==> config.mk <==
export PLATFORM = sky130hd
export DESIGN_NAME = led_share_ctrl
export DESIGN_NICKNAME = d
export VERILOG_FILES = /design/src/rtl/led_ctrl_pkg.sv /design/src/rtl/gpio_debounce.sv /design/src/rtl/led_share_ctrl.sv
export SDC_FILE = /design/constraint.sdc
export NUM_CORES = 1
export LEC_CHECK = 0
export CAP_MARGIN = 20
export CORE_MARGIN = 5
export CORE_UTILIZATION = 55
export CTS_CLUSTER_DIAMETER = 80
export CTS_CLUSTER_SIZE = 25
export DETAILED_ROUTE_END_ITERATION = 7
export PLACE_DENSITY = 0.83
export SETUP_SLACK_MARGIN = 0.5
export SLEW_MARGIN = 10
export SYNTH_ARGS = -nofsm -noshare
export SYNTH_HDL_FRONTEND = slang
export SYNTH_SLANG_ARGS = --single-unit
export TNS_END_PERCENT = 30
==> constraint.sdc <==
create_clock -name clk -period 3.75 [get_ports clk]
set_input_delay 0.75 -clock clk [delete_from_list [all_inputs] [get_ports clk]]
set_output_delay 0.75 -clock clk [all_outputs]
set_load 0.01 [all_outputs]
==> src/rtl/led_ctrl_pkg.sv <==
// Shared types and constants for the LED sharing controller.
// Holds the owner FSM encoding, the LED width and a counter-width helper.
package led_ctrl_pkg;

    localparam int LED_W = 4;

    typedef enum logic [1:0] {
        IDLE  = 2'd0,
        OWN_A = 2'd1,
        OWN_B = 2'd2
    } state_e;

    // Width for a counter that must hold values 0 .. n-1 (never narrower than 1 bit).
    function automatic int cnt_w(input int n);
        return (n > 1) ? $clog2(n) : 1;
    endfunction

endpackage

==> src/rtl/gpio_debounce.sv <==
// Single-bit synchronizer plus debouncer for one asynchronous RPi GPIO line.
// The output flips only after the synchronized input has disagreed with it for DEBOUNCE_CYCLES cycles.
module gpio_debounce
    import led_ctrl_pkg::*;
#(
    parameter int DEBOUNCE_CYCLES = 16
) (
    input  logic clk,
    input  logic reset_n,
    input  logic din_i,
    output logic dout_o
);

    localparam int             CW       = cnt_w(DEBOUNCE_CYCLES);
    localparam logic [CW-1:0]  CNT_LAST = CW'(DEBOUNCE_CYCLES - 1);

    logic          sync1_q;
    logic          sync2_q;
    logic          db_q;
    logic          db_d;
    logic [CW-1:0] cnt_q;
    logic [CW-1:0] cnt_d;

    // NOTE: every variable written here gets a default first, so no path can infer a latch.
    always_comb begin
        db_d  = db_q;
        cnt_d = '0;
        if (sync2_q != db_q) begin
            if (cnt_q == CNT_LAST) begin
                db_d = sync2_q;
            end else begin
                cnt_d = cnt_q + 1'b1;
            end
        end
    end

    // NOTE: state is updated with non-blocking assignments so all flops see pre-edge values;
    // reset is synchronous, so it is simply the highest-priority branch inside the clocked block.
    always_ff @(posedge clk) begin
        if (!reset_n) begin
            sync1_q <= 1'b0;
            sync2_q <= 1'b0;
            db_q    <= 1'b0;
            cnt_q   <= '0;
        end else begin
            sync1_q <= din_i;
            sync2_q <= sync1_q;
            db_q    <= db_d;
            cnt_q   <= cnt_d;
        end
    end

    assign dout_o = db_q;

endmodule

==> src/rtl/led_share_ctrl.sv <==
// Shares four LEDs between two round-robin requesters, showing debounced RPi inputs when idle.
// Optional feature: define LED_HEARTBEAT_EN to replace led_out[3] in IDLE with a heartbeat.
module led_share_ctrl
    import led_ctrl_pkg::*;
#(
    parameter int DEBOUNCE_CYCLES  = 16,
    parameter int HOLD_CYCLES      = 1024,
    parameter int HEARTBEAT_CYCLES = 12000000
) (
    input  logic             clk,
    input  logic             reset_n,
    input  logic [LED_W-1:0] rpi_in,
    input  logic             req_a,
    input  logic [LED_W-1:0] pat_a,
    input  logic             req_b,
    input  logic [LED_W-1:0] pat_b,
    output logic             gnt_a,
    output logic             gnt_b,
    output logic [LED_W-1:0] rpi_db,
    output logic [LED_W-1:0] led_out
);

    localparam int            HW        = cnt_w(HOLD_CYCLES);
    localparam logic [HW-1:0] HOLD_LOAD = HW'(HOLD_CYCLES - 1);

    for (genvar i = 0; i < LED_W; i++) begin : g_db
        gpio_debounce #(
            .DEBOUNCE_CYCLES(DEBOUNCE_CYCLES)
        ) u_db (
            .clk    (clk),
            .reset_n(reset_n),
            .din_i  (rpi_in[i]),
            .dout_o (rpi_db[i])
        );
    end

    state_e          state_q;
    logic [HW-1:0]   hold_q;
    logic            rr_b_q;     // 1 when B was the last requester served
    logic            gnt_a_q;
    logic            gnt_b_q;
    logic [LED_W-1:0] led_q;
    logic [LED_W-1:0] idle_led;

    always_ff @(posedge clk) begin
        if (!reset_n) begin
            state_q <= IDLE;
            hold_q  <= '0;
            rr_b_q  <= 1'b1;
            gnt_a_q <= 1'b0;
            gnt_b_q <= 1'b0;
        end else begin
            case (state_q)
                IDLE: begin
                    if (req_a && (!req_b || rr_b_q)) begin
                        state_q <= OWN_A;
                        gnt_a_q <= 1'b1;
                        gnt_b_q <= 1'b0;
                        hold_q  <= HOLD_LOAD;
                        rr_b_q  <= 1'b0;
                    end else if (req_b) begin
                        state_q <= OWN_B;
                        gnt_a_q <= 1'b0;
                        gnt_b_q <= 1'b1;
                        hold_q  <= HOLD_LOAD;
                        rr_b_q  <= 1'b1;
                    end
                end
                OWN_A: begin
                    if (hold_q != '0) begin
                        hold_q <= hold_q - 1'b1;
                    end else if (req_b) begin
                        state_q <= OWN_B;
                        gnt_a_q <= 1'b0;
                        gnt_b_q <= 1'b1;
                        hold_q  <= HOLD_LOAD;
                        rr_b_q  <= 1'b1;
                    end else if (!req_a) begin
                        state_q <= IDLE;
                        gnt_a_q <= 1'b0;
                    end
                end
                OWN_B: begin
                    if (hold_q != '0) begin
                        hold_q <= hold_q - 1'b1;
                    end else if (req_a) begin
                        state_q <= OWN_A;
                        gnt_a_q <= 1'b1;
                        gnt_b_q <= 1'b0;
                        hold_q  <= HOLD_LOAD;
                        rr_b_q  <= 1'b0;
                    end else if (!req_b) begin
                        state_q <= IDLE;
                        gnt_b_q <= 1'b0;
                    end
                end
                default: begin
                    state_q <= IDLE;
                    gnt_a_q <= 1'b0;
                    gnt_b_q <= 1'b0;
                    hold_q  <= '0;
                end
            endcase
        end
    end

`ifdef LED_HEARTBEAT_EN
    localparam int            BW     = cnt_w(HEARTBEAT_CYCLES);
    localparam logic [BW-1:0] HB_LAST = BW'(HEARTBEAT_CYCLES - 1);

    logic [BW-1:0] hb_cnt_q;
    logic          hb_q;

    always_ff @(posedge clk) begin
        if (!reset_n) begin
            hb_cnt_q <= '0;
            hb_q     <= 1'b0;
        end else if (hb_cnt_q == HB_LAST) begin
            hb_cnt_q <= '0;
            hb_q     <= ~hb_q;
        end else begin
            hb_cnt_q <= hb_cnt_q + 1'b1;
        end
    end

    always_comb idle_led = {hb_q, rpi_db[LED_W-2:0]};
`else
    always_comb idle_led = rpi_db;
`endif

    // The LED register follows the pre-edge owner, so output trails the grant by one cycle.
    always_ff @(posedge clk) begin
        if (!reset_n) begin
            led_q <= '0;
        end else begin
            case (state_q)
                OWN_A:   led_q <= pat_a;
                OWN_B:   led_q <= pat_b;
                default: led_q <= idle_led;
            endcase
        end
    end

    assign gnt_a   = gnt_a_q;
    assign gnt_b   = gnt_b_q;
    assign led_out = led_q;

    a_grant_onehot : assert property (@(posedge clk) !(gnt_a_q && gnt_b_q));

endmodule

---- Yosys cells after proc, flatten, opt, wreduce, memory -nomap -nowiden ----
Index checks and enable logic that the tools add are counted.
cells by class
  equal/unequal tests ..................... 17
  reduce and logical (&&, ||, !) cells .... 18
  add/sub/neg operators ................... 5
  bitwise operators ....................... 5
  multiplexer cells ....................... 37
operators with widths
  cell                                                                   number
  10-bit 2-to-1 mux                                                      5
  10-bit one-hot mux with 3 select lines                                 1
  1-bit 2-to-1 mux                                                       18
  4-bit by 1-bit adder with 4-bit output, second input constant          4
  4-bit equality test, second input constant                             4
  2-bit 2-to-1 mux                                                       8
  3-bit inequality test, second input constant                           4
  3-bit OR reduction                                                     4
  5-bit AND reduction                                                    2
  10-bit nonzero test                                                    1
  10-bit by 1-bit subtractor with 10-bit output, second input constant   1
  1-bit one-hot mux with 3 select lines                                  3
  4-bit one-hot mux with 2 select lines                                  1
  2-bit AND reduction                                                    4
  2-bit inequality test, second input constant                           3
  2-bit one-hot mux with 3 select lines                                  1
  1-bit NOT                                                              5
  1-bit inequality test                                                  4
  4-bit AND reduction                                                    1
  3-bit AND reduction                                                    1
  3-bit nonzero test                                                     1
  2-bit by 1-bit equality test with 1-bit output, second input constant  1
  2-bit equality test, second input constant                             1
  2-bit logical NOT                                                      1
  3 further kinds                                                        3
storage, ports and cells
  logic and storage cells ................. 104
  output and inout port bits .............. 10
  flip-flop bits (word level) ............. 47

---- Depth between registers and ports, before layout ----
Gate-level depths: netlist of run 1.
  depth in word-level cells ............... 5
  depth in mapped cells ................... 8

---- Modules after synthesis ----
Synthesis of run 1 repeated with hierarchy kept, for this count alone.
second synthesis, totals
  cell total of the unflattened synthesis .. 256
  area, all modules ....................... 2288.4 µm²
modules (own cells, without submodules)
  module          sequential area each (µm²)  times used  cells an instance  area each (µm²)
  led_share_ctrl  380.4                       1           164                1307.5
  gpio_debounce   140.1                       4           23                 245.2

---- Worst setup path before layout of run 1 ----
OpenSTA, ideal clock, no wires.
  kind .................................... input to register
  start ................................... in req_a
  end ..................................... reg hold_q[4]
  slack ................................... 1.755 ns
  path buffers ............................ 2
  data arrival time ....................... 1.863 ns
  data required time ...................... 3.618 ns
  library setup time ...................... 0.132 ns
  stages on the path ...................... 6
  cell sequence ........................... clkbuf_1 > or2_2 > clkbuf_1 > and2_1 > nor4bb_1 > nor3_1
on the way
  longest elaborated chain between the ends .. 3
ends and longest elaborated chain
  element                                 RTL line              RTL
  start: declaration                      led_share_ctrl.sv:13  input logic req_a,
  1-bit logical AND                       led_share_ctrl.sv:55  if (req_a && (!req_b || rr_b_q)) begin
  10-bit 2-to-1 mux                       led_share_ctrl.sv:55
  10-bit one-hot mux with 3 select lines  led_share_ctrl.sv:53  case (state_q)
  end signal: assignment                  led_share_ctrl.sv:71  hold_q <= hold_q - 1'b1;
  end signal: assignment                  led_share_ctrl.sv:85  hold_q <= hold_q - 1'b1;
  end: declaration                        led_share_ctrl.sv:38  logic [HW-1:0] hold_q;
Several ways; a longest one is shown, not always the timed one.
A chain may end at the register's enable or synchronous reset.

---- Final worst setup path of run 1 ----
  start ................................... in req_b
  end ..................................... reg hold_q[4]
on the way
  longest elaborated chain between the ends .. 5
ends and longest elaborated chain
  element                                     RTL line              RTL
  start: declaration                          led_share_ctrl.sv:15  input logic req_b,
  1-bit logical NOT                           --
  1-bit logical OR                            led_share_ctrl.sv:55
  1-bit logical AND                           led_share_ctrl.sv:55
  10-bit 2-to-1 mux                           led_share_ctrl.sv:55
  10-bit one-hot mux with 3 select lines (*)  led_share_ctrl.sv:53
Every way passes the cells marked *; elsewhere a longest branch is shown, timed or not.

==> run summary, run 1 <==
Row generation in the floorplan step produced 23 rows. The flow ran to the end, and the final reports show no timing, DRC or antenna violations. The critical path endpoint category was a flop. Of the cells placed in the final design, the portion with a size suffix greater than 1 is 7.58%. The critical path startpoint category was an input port. The proportion of synthesized flip-flops having asynchronous set or reset is 0%. For the pin with the worst max-slew slack, the measured transition is 0.600 ns. The run gives 3160 um as the total half-perimeter wirelength after legalization and detailed placement.

The register area was 941 um^2. Setup violations remaining at the end of the flow were counted as 0. The critical path in this run is classified as in2reg. The tightest min-delay check is of the reg2reg type.

The detailed-route wire length is 4420 um. In the finished design, the share of the clock period the worst path needs comes to 58.3%. The tools report the final hold violation count as 0.

Counting the buffers created by CTS gives 5. Before antenna repair, the detailed router went through 4 iterations. The number of enable flip-flop cells after synthesis works out to 0. The count of antenna diodes in the layout is 0, and the initial antenna violation count is 0. The startpoint identified for the worst hold timing path is g_db[3].u_db.sync1_q. The commonest non-fill, non-tap cell in the layout was sky130_fd_sc_hd__dfxtp_1. The start point of the critical path was req_b. The completed layout was analyzed and its total power is 1.78 mW. Per report_power, the combinational group accounts for 39.8% of the total. The worst hold slack across all endpoints is 0.441 ns. Entering global routing, the biggest net connects 33 pins. Dividing the detail-routed wire length by the instance count gives 13.5 um. The total of flip-flops plus latches after synthesis was 47; the overflow left after global routing was 0.

A synthesized cell averages 8.90 um^2. Summing the sequential cell areas from Yosys gives 41.0% of the chip area. The tools report the design internal power as 1.11 mW.

The cts-stage hold buffer count is 0, and the total leakage power is 1.13 nW. The logs give 66.0% for the end-of-flow core utilization and 284 for the post-synthesis net count. Count of different cell masters after synthesis: 46.

Power spread over the standard cell area amounts to 670 nW/um^2. In this run the power spent charging and discharging nets is 0.670 mW. Starting utilization of the core area: 57.0%. Leaving out fill and tap cells, the most frequent cells in the layout are sky130_fd_sc_hd__dfxtp_1, sky130_fd_sc_hd__nor2_1, sky130_fd_sc_hd__clkdlybuf4s50_1.

The longest clock path from root to sink contains 2 buffers. VDD sags by at most 0.000400 V. The synthesized instance count is 258.

TritonCTS built the clock tree. The detailed router placed 1839 vias in this run. Setup repair after global routing left no endpoint under its margin. Number of clock sinks seen by CTS: 47.

Clock-pin slew was measured on the worst setup and hold paths at 0.09 ns. During synthesis, Yosys emitted a total of 0 warnings. In the routed design, unresolved DRC markers number 0. The insertion delay to the later sink of the worst-skew pair came out at 0.30 ns.

26 I/O pins were placed. Sequential cells burn 39.2% of the power. After clock tree synthesis, the repair step resized 0 gates. For the number of global-route vias before repair, the log shows 1743. Wire length of the first global-routing pass: 7740 um. Root buffer selected by CTS: sky130_fd_sc_hd__clkbuf_8.

For the number of filler cells placed in the layout, the log shows 329. Net switching is 37.6% of the power. The post-detailed-route via-to-cell ratio is 5.62, and the count of nets after finishing is 302. From bottom edge to top edge, the die measures 74.6 um. The beginning of the worst register-to-register path is state_q[0]. The H-tree was split into 2 levels. The total area inside the core boundary comes to 4030 um^2. Timing would allow up to 0.458 GHz. The count of input and output buffers is 25. The clock network burns 21.0% of the power.

The layout overhead on the synthesized area was 15.7%; the total die area was 5570 um^2. Post-layout minimum cycle time: 2.19 ns. Once the clock tree was built, the setup fixing pass inserted 0 buffers.

Global routing consumed, over all layers together, 17.7% of the routing resources. The arrival time at the worst endpoint was 2.36 ns; the number of max-cap violations was 0. The run gives 0 as the number of max-slew violations in the final report. The detail route stage leaves a number of antenna-violating nets equal to 0.

The tools report the final RePlAce weighted congestion as 0.900. After detailed placement, the total cell area comes to 2540 um^2. The post-synthesis instance area was 2300 um^2. Required time of the critical path: 3.92 ns.

The width of the die came out at 74.6 um. In the synthesized netlist the dominant register cell turns out to be sky130_fd_sc_hd__dfxtp_1. In the final timing run, aggregate negative setup slack is 0 ns. Measured against its own limit, the worst slew margin works out to 60.0%.

Along the worst path, the maximum fanout reaches 10. In the final layout, the multi-input gates occupy 1240 um^2. Summing all non-filler instances in the final layout gives an area of 2660 um^2. The clock arrives with 0.00851 ns of skew. DRC marker count from the first detailed-route iteration: 74.
[critical path, cell delays in order]
cell and delay (ns):
sky130_fd_sc_hd__clkdlybuf4s50_1 0.59, sky130_fd_sc_hd__or2_2 0.44, sky130_fd_sc_hd__and2_1 0.22, sky130_fd_sc_hd__nor4bb_1 0.27, sky130_fd_sc_hd__nor3_1 0.08
[stage by stage]
| stage | instances | setup slack (ns) |
|---|---|---|
| global route | 327 | 1.44 |
| detailed placement | 319 | 1.26 |
| floorplan | 258 | 1.75 |
| global placement | 319 | 1.31 |
| finish | 327 | 1.56 |
| CTS | 327 | 1.58 |
[cells by family after synthesis]
family | after synthesis | synth area share, %
compound gates | 56 | 16.9
xor+xnor | 15 | 5.72
fa+ha+maj | 10 | 5.45
buf+inv | 26 | 5.01
flops | 47 | 41.0
mux | 6 | 2.61
simple gates | 98 | 23.3
[layer usage]
metal | track usage, % | vias to the layer above | share of wire (%)
met5 | 0 | - | 0
met4 | 5.93 | 0 | 1.2
met3 | 4.01 | 6 | 4.3
met2 | 29.2 | 38 | 49
met1 | 23.1 | 854 | 46
li1 | - | 941 | -
[state kept, by name (all words and copies together) (netlist names)]
register / cells
led_out: 4
g_db.u_db.cnt_q: 16
g_db.u_db.dout_o: 4
state_q: 2
g_db.u_db.sync1_q: 4
rr_b_q: 1
g_db.u_db.sync2_q: 4
gnt_a: 1
hold_q: 10
gnt_b: 1
[Yosys cell counts, types with 3 or more instances]
cell / number / area, um^2
sky130_fd_sc_hd__dfxtp_1: 47 / 941
sky130_fd_sc_hd__nor2_1: 28 / 105
sky130_fd_sc_hd__a21oi_1: 15 / 75.1
sky130_fd_sc_hd__o21ai_0: 15 / 75.1
sky130_fd_sc_hd__xor2_1: 15 / 131
sky130_fd_sc_hd__nand3_1: 13 / 65.1
sky130_fd_sc_hd__inv_1: 11 / 41.3
sky130_fd_sc_hd__nand2_1: 11 / 41.3
sky130_fd_sc_hd__ha_1: 10 / 125
sky130_fd_sc_hd__and2_1: 9 / 56.3
sky130_fd_sc_hd__clkbuf_1: 9 / 33.8
sky130_fd_sc_hd__nor2b_1: 8 / 50.1
sky130_fd_sc_hd__mux2i_1: 6 / 60.1
sky130_fd_sc_hd__and3_1: 5 / 31.3
sky130_fd_sc_hd__nor3_1: 5 / 25.0
sky130_fd_sc_hd__a221oi_1: 4 / 35.0
sky130_fd_sc_hd__buf_4: 4 / 30.0
sky130_fd_sc_hd__nor3b_1: 4 / 30.0
sky130_fd_sc_hd__a31oi_1: 3 / 18.8
sky130_fd_sc_hd__o22ai_1: 3 / 18.8
sky130_fd_sc_hd__or2_2: 3 / 18.8
[final timing paths]
kind	slack [ns]	depth (start not counted)	endpoint
min	0.44	1	g_db[3].u_db.sync2_q
max reg2reg	1.73	7	state_q[1]
max	1.56	5	hold_q[4]
min reg2reg	0.44	1	g_db[3].u_db.sync2_q
[power groups by stage]
stage | clock [mW] | combinational, mW | sequential (mW)
finish | 0.374 | 0.708 | 0.699
global route | 0.408 | 0.793 | 0.715
CTS | 0.384 | 0.710 | 0.696
detailed placement | 0 | 0.707 | 0.706
global placement | 0 | 0.696 | 0.705
floorplan | 0 | 0.520 | 0.702
[final cells by class]
type	instances	area share, %
clock buffers	5	2.59
clock inverters	3	1.74
inverters	11	1.55
multi-input cells	185	46.7
flip-flops and latches	47	35.4
well taps	50	2.35
repair buffers	26	9.69
(Power assumes the default switching activity.)
==> run 2: changes to the inputs <==
Settings changed: CORE_UTILIZATION 55 to 50, PLACE_DENSITY 0.83 to 0.8.
Clock period 3.75 ns to 2 ns, I/O delays scaled along.
==> run summary, run 2 (synthesis results as in run 1) <==
The run finished with clean final reports. The combinational share of power came out at 49.3% (+9.5 points). The wire length on met1 is 2330 um (+15%). Sequential group share of total power: 33.1% (-6.1 points). More flip-flops sit in one register than any other, and that register is g_db.u_db.cnt_q.

The wire length of the first global-routing pass was 8740 um (+13%); the net switching power was 1.54 mW (+130%). The clock transition at the registers of the reported paths came out at 0.09 ns (about the same). The tools report the final setup TNS as 0 ns (unchanged). The total power density per cell area came out at 1350 nW/um^2 (+100%).

The worst setup path is launched from a flop. The tools report the first-pass detailed-route iteration total as 4 (unchanged). For the achievable frequency, the log shows 0.581 GHz.

The run gives 0.00770 ns (-0.000809 ns) as the worst setup skew after layout. The total half-perimeter wirelength after legalization and detailed placement is 3130 um (-1.1%), and the overflow left after global routing is 0 (unchanged). Total die area: 6050 um^2 (+8.6%). The routed length per placed instance is 15.3 um (+13%). The width of the die was 77.8 um (+4.2%). The topmost layer with routed signal wires is met4. For the initial antenna violation count, the log shows 0 (unchanged). The count of nets after finishing was 323 (+7.0%). The layout overhead on the synthesized area is 30.0%. The area inside the core boundary was 4410 um^2 (+9.6%).

The run gives 0 (unchanged) as the final setup violation count. The logs give 67.6% (+1.6 points) for the end-of-flow core utilization and 301 um (+57%) for the detailed-routed wire length on met3. The number of nets still failing antenna checks after routing was 0 (unchanged). TritonCTS built the clock tree. For the DRC marker count from the first detailed-route iteration, the log shows 112 (+51%). Switching fraction of total power: 38.2% (+0.62 points). The tools report the via total after detailed routing as 2012 (+9.4%).

The number of primary I/O pins was 26 (unchanged); the post-layout minimum cycle time was 1.72 ns. The worst hold path belongs to the class reg2reg. The total leakage power is 1.32 nW (+17%), and the length of routed met2 wiring is 2520 um (+17%). Number of global-route vias before repair: 1912 (+9.7%). Setup repair after global routing could not meet its margin everywhere. The number of clock sinks seen by CTS was 47 (unchanged); the peak supply drop was 0.00103 V (+160%).

The final RePlAce weighted congestion was 0.938 (+4.3%). The y dimension of the die is 77.8 um (+4.2%), and the count of unresolved DRC violations after routing is 0 (unchanged). The required time of the critical path was 2.19 ns (-1.73 ns); the number of max-cap violations was 0 (unchanged). The tools report the clock network fraction of design power as 17.6% (-3.4 points).

The count of input and output buffers came out at 25 (unchanged). Design internal power: 2.49 mW (+120%). The post-route clock period utilization works out to 86.0%. The largest net degree at the start of global routing was 33 (unchanged); the number of buffers created by CTS was 5 (unchanged).

The largest registers in the layout are g_db.u_db.cnt_q x16, hold_q x10. The tools report the number of standard-cell rows in the floorplan as 24 (+4.3%). Leaving out fill and tap cells, the most frequent cell in the layout is sky130_fd_sc_hd__dfxtp_1.

The worst setup path is captured at a flop. The tools report the detailed-route wire length as 5360 um (+21%). The transition time at the pin with the least slew margin came out at 0.357 ns (-0.243 ns). The run gives 52.0% (-5.0 points) as the starting utilization of the core area. The largest fanout of any net on the critical path was 5 (-5); the insertion delay to the later sink of the worst-skew pair was 0.30 ns (about the same). The tools report the count of antenna diodes in the layout as 0 (unchanged). Clock tree synthesis selected as its root buffer the cell sky130_fd_sc_hd__clkbuf_8. The number of max-slew violations in the final report came out at 0 (unchanged). The tightest slew margin relative to the limit was 76.1% (+16 points); the flip-flop count of the largest register after layout was 16 (unchanged). Final hold violation count: 0 (unchanged). The post-detailed-route via-to-cell ratio was 5.75 (+2.2%); the total number of H-tree levels was 2 (unchanged).

The run gives 1.91 ns (-0.45 ns) as the arrival time at the worst endpoint. The worst setup path is of the reg2reg kind. The tools report the overall global routing resource usage as 17.4% (-0.34 points). In the layout the commonest cells are sky130_fd_sc_hd__dfxtp_1, sky130_fd_sc_hd__nor2_1, sky130_fd_sc_hd__buf_4, sky130_fd_sc_hd__clkdlybuf4s50_1.

The ratio of cells with drive above 1 in the final layout works out to 21.8% (+14 points). The cts-stage hold buffer count came out at 0 (unchanged). Buffer depth of the longest clock path: 2 (unchanged).
run 2: worst max-delay path, cell delays in order (launching register included):
cell                       delay [ns]
sky130_fd_sc_hd__dfxtp_1         0.36
sky130_fd_sc_hd__nor4_4          0.32
sky130_fd_sc_hd__buf_4           0.18
sky130_fd_sc_hd__a31oi_4         0.13
sky130_fd_sc_hd__a211oi_4        0.30
sky130_fd_sc_hd__nor2_1          0.11
sky130_fd_sc_hd__a31o_1          0.20
run 2: area by class of cell:
class / count / area [um^2]
repair buffers: 47 / 437
multi-input cells: 185 / 1360
inverters: 11 / 46.3
flip-flops and latches: 47 / 961
well taps: 52 / 65.1
fillers: 319 / 1430
clock buffers: 5 / 68.8
clock inverters: 3 / 46.3
run 2: metrics by stage:
stage                     power, mW  cell area [um^2]  worst slack, ns  hold WS, ns  cells
after global routing           4.27              2990            0.239        0.447    350
after detailed placement       2.74              2610            0.114        0.419    326
after global placement         2.72              2610            0.152        0.416    326
after floorplan                2.36              2350            0.430        0.412    258
after CTS                      3.81              2940            0.330        0.441    347
final                          4.03              2990            0.279        0.439    350
run 2: per-layer routing:
metal,GRT usage [%],vias up
met2,28.9,88
met3,4.05,26
met1,21.0,922
met4,8.42,0
li1,-,976
met5,0,-
run 2: power groups by stage:
stage | Sequential (mW) | Combinational, mW | Clock, mW
floorplan | 1.32 | 1.03 | 0
global placement | 1.32 | 1.39 | 0
detailed placement | 1.33 | 1.41 | 0
CTS | 1.32 | 1.78 | 0.715
global route | 1.36 | 2.14 | 0.766
finish | 1.33 | 1.99 | 0.710
run 2: worst paths after layout:
path / from / end / slack [ns] / cells past startpoint
worst min register to register: g_db[3].u_db.sync1_q / g_db[3].u_db.sync2_q / 0.44 / 1
worst min-delay path: g_db[3].u_db.sync1_q / g_db[3].u_db.sync2_q / 0.44 / 1
worst max register to register: hold_q[8] / state_q[1] / 0.28 / 6
worst max-delay path: hold_q[8] / state_q[1] / 0.28 / 6
run 2: repair_timing:
item | CTS | global route
endpoints found under the setup margin | 25 | 24
setup buffers | 13 | 3
pin swaps | 11 | 4
resized for setup | 29 | 8
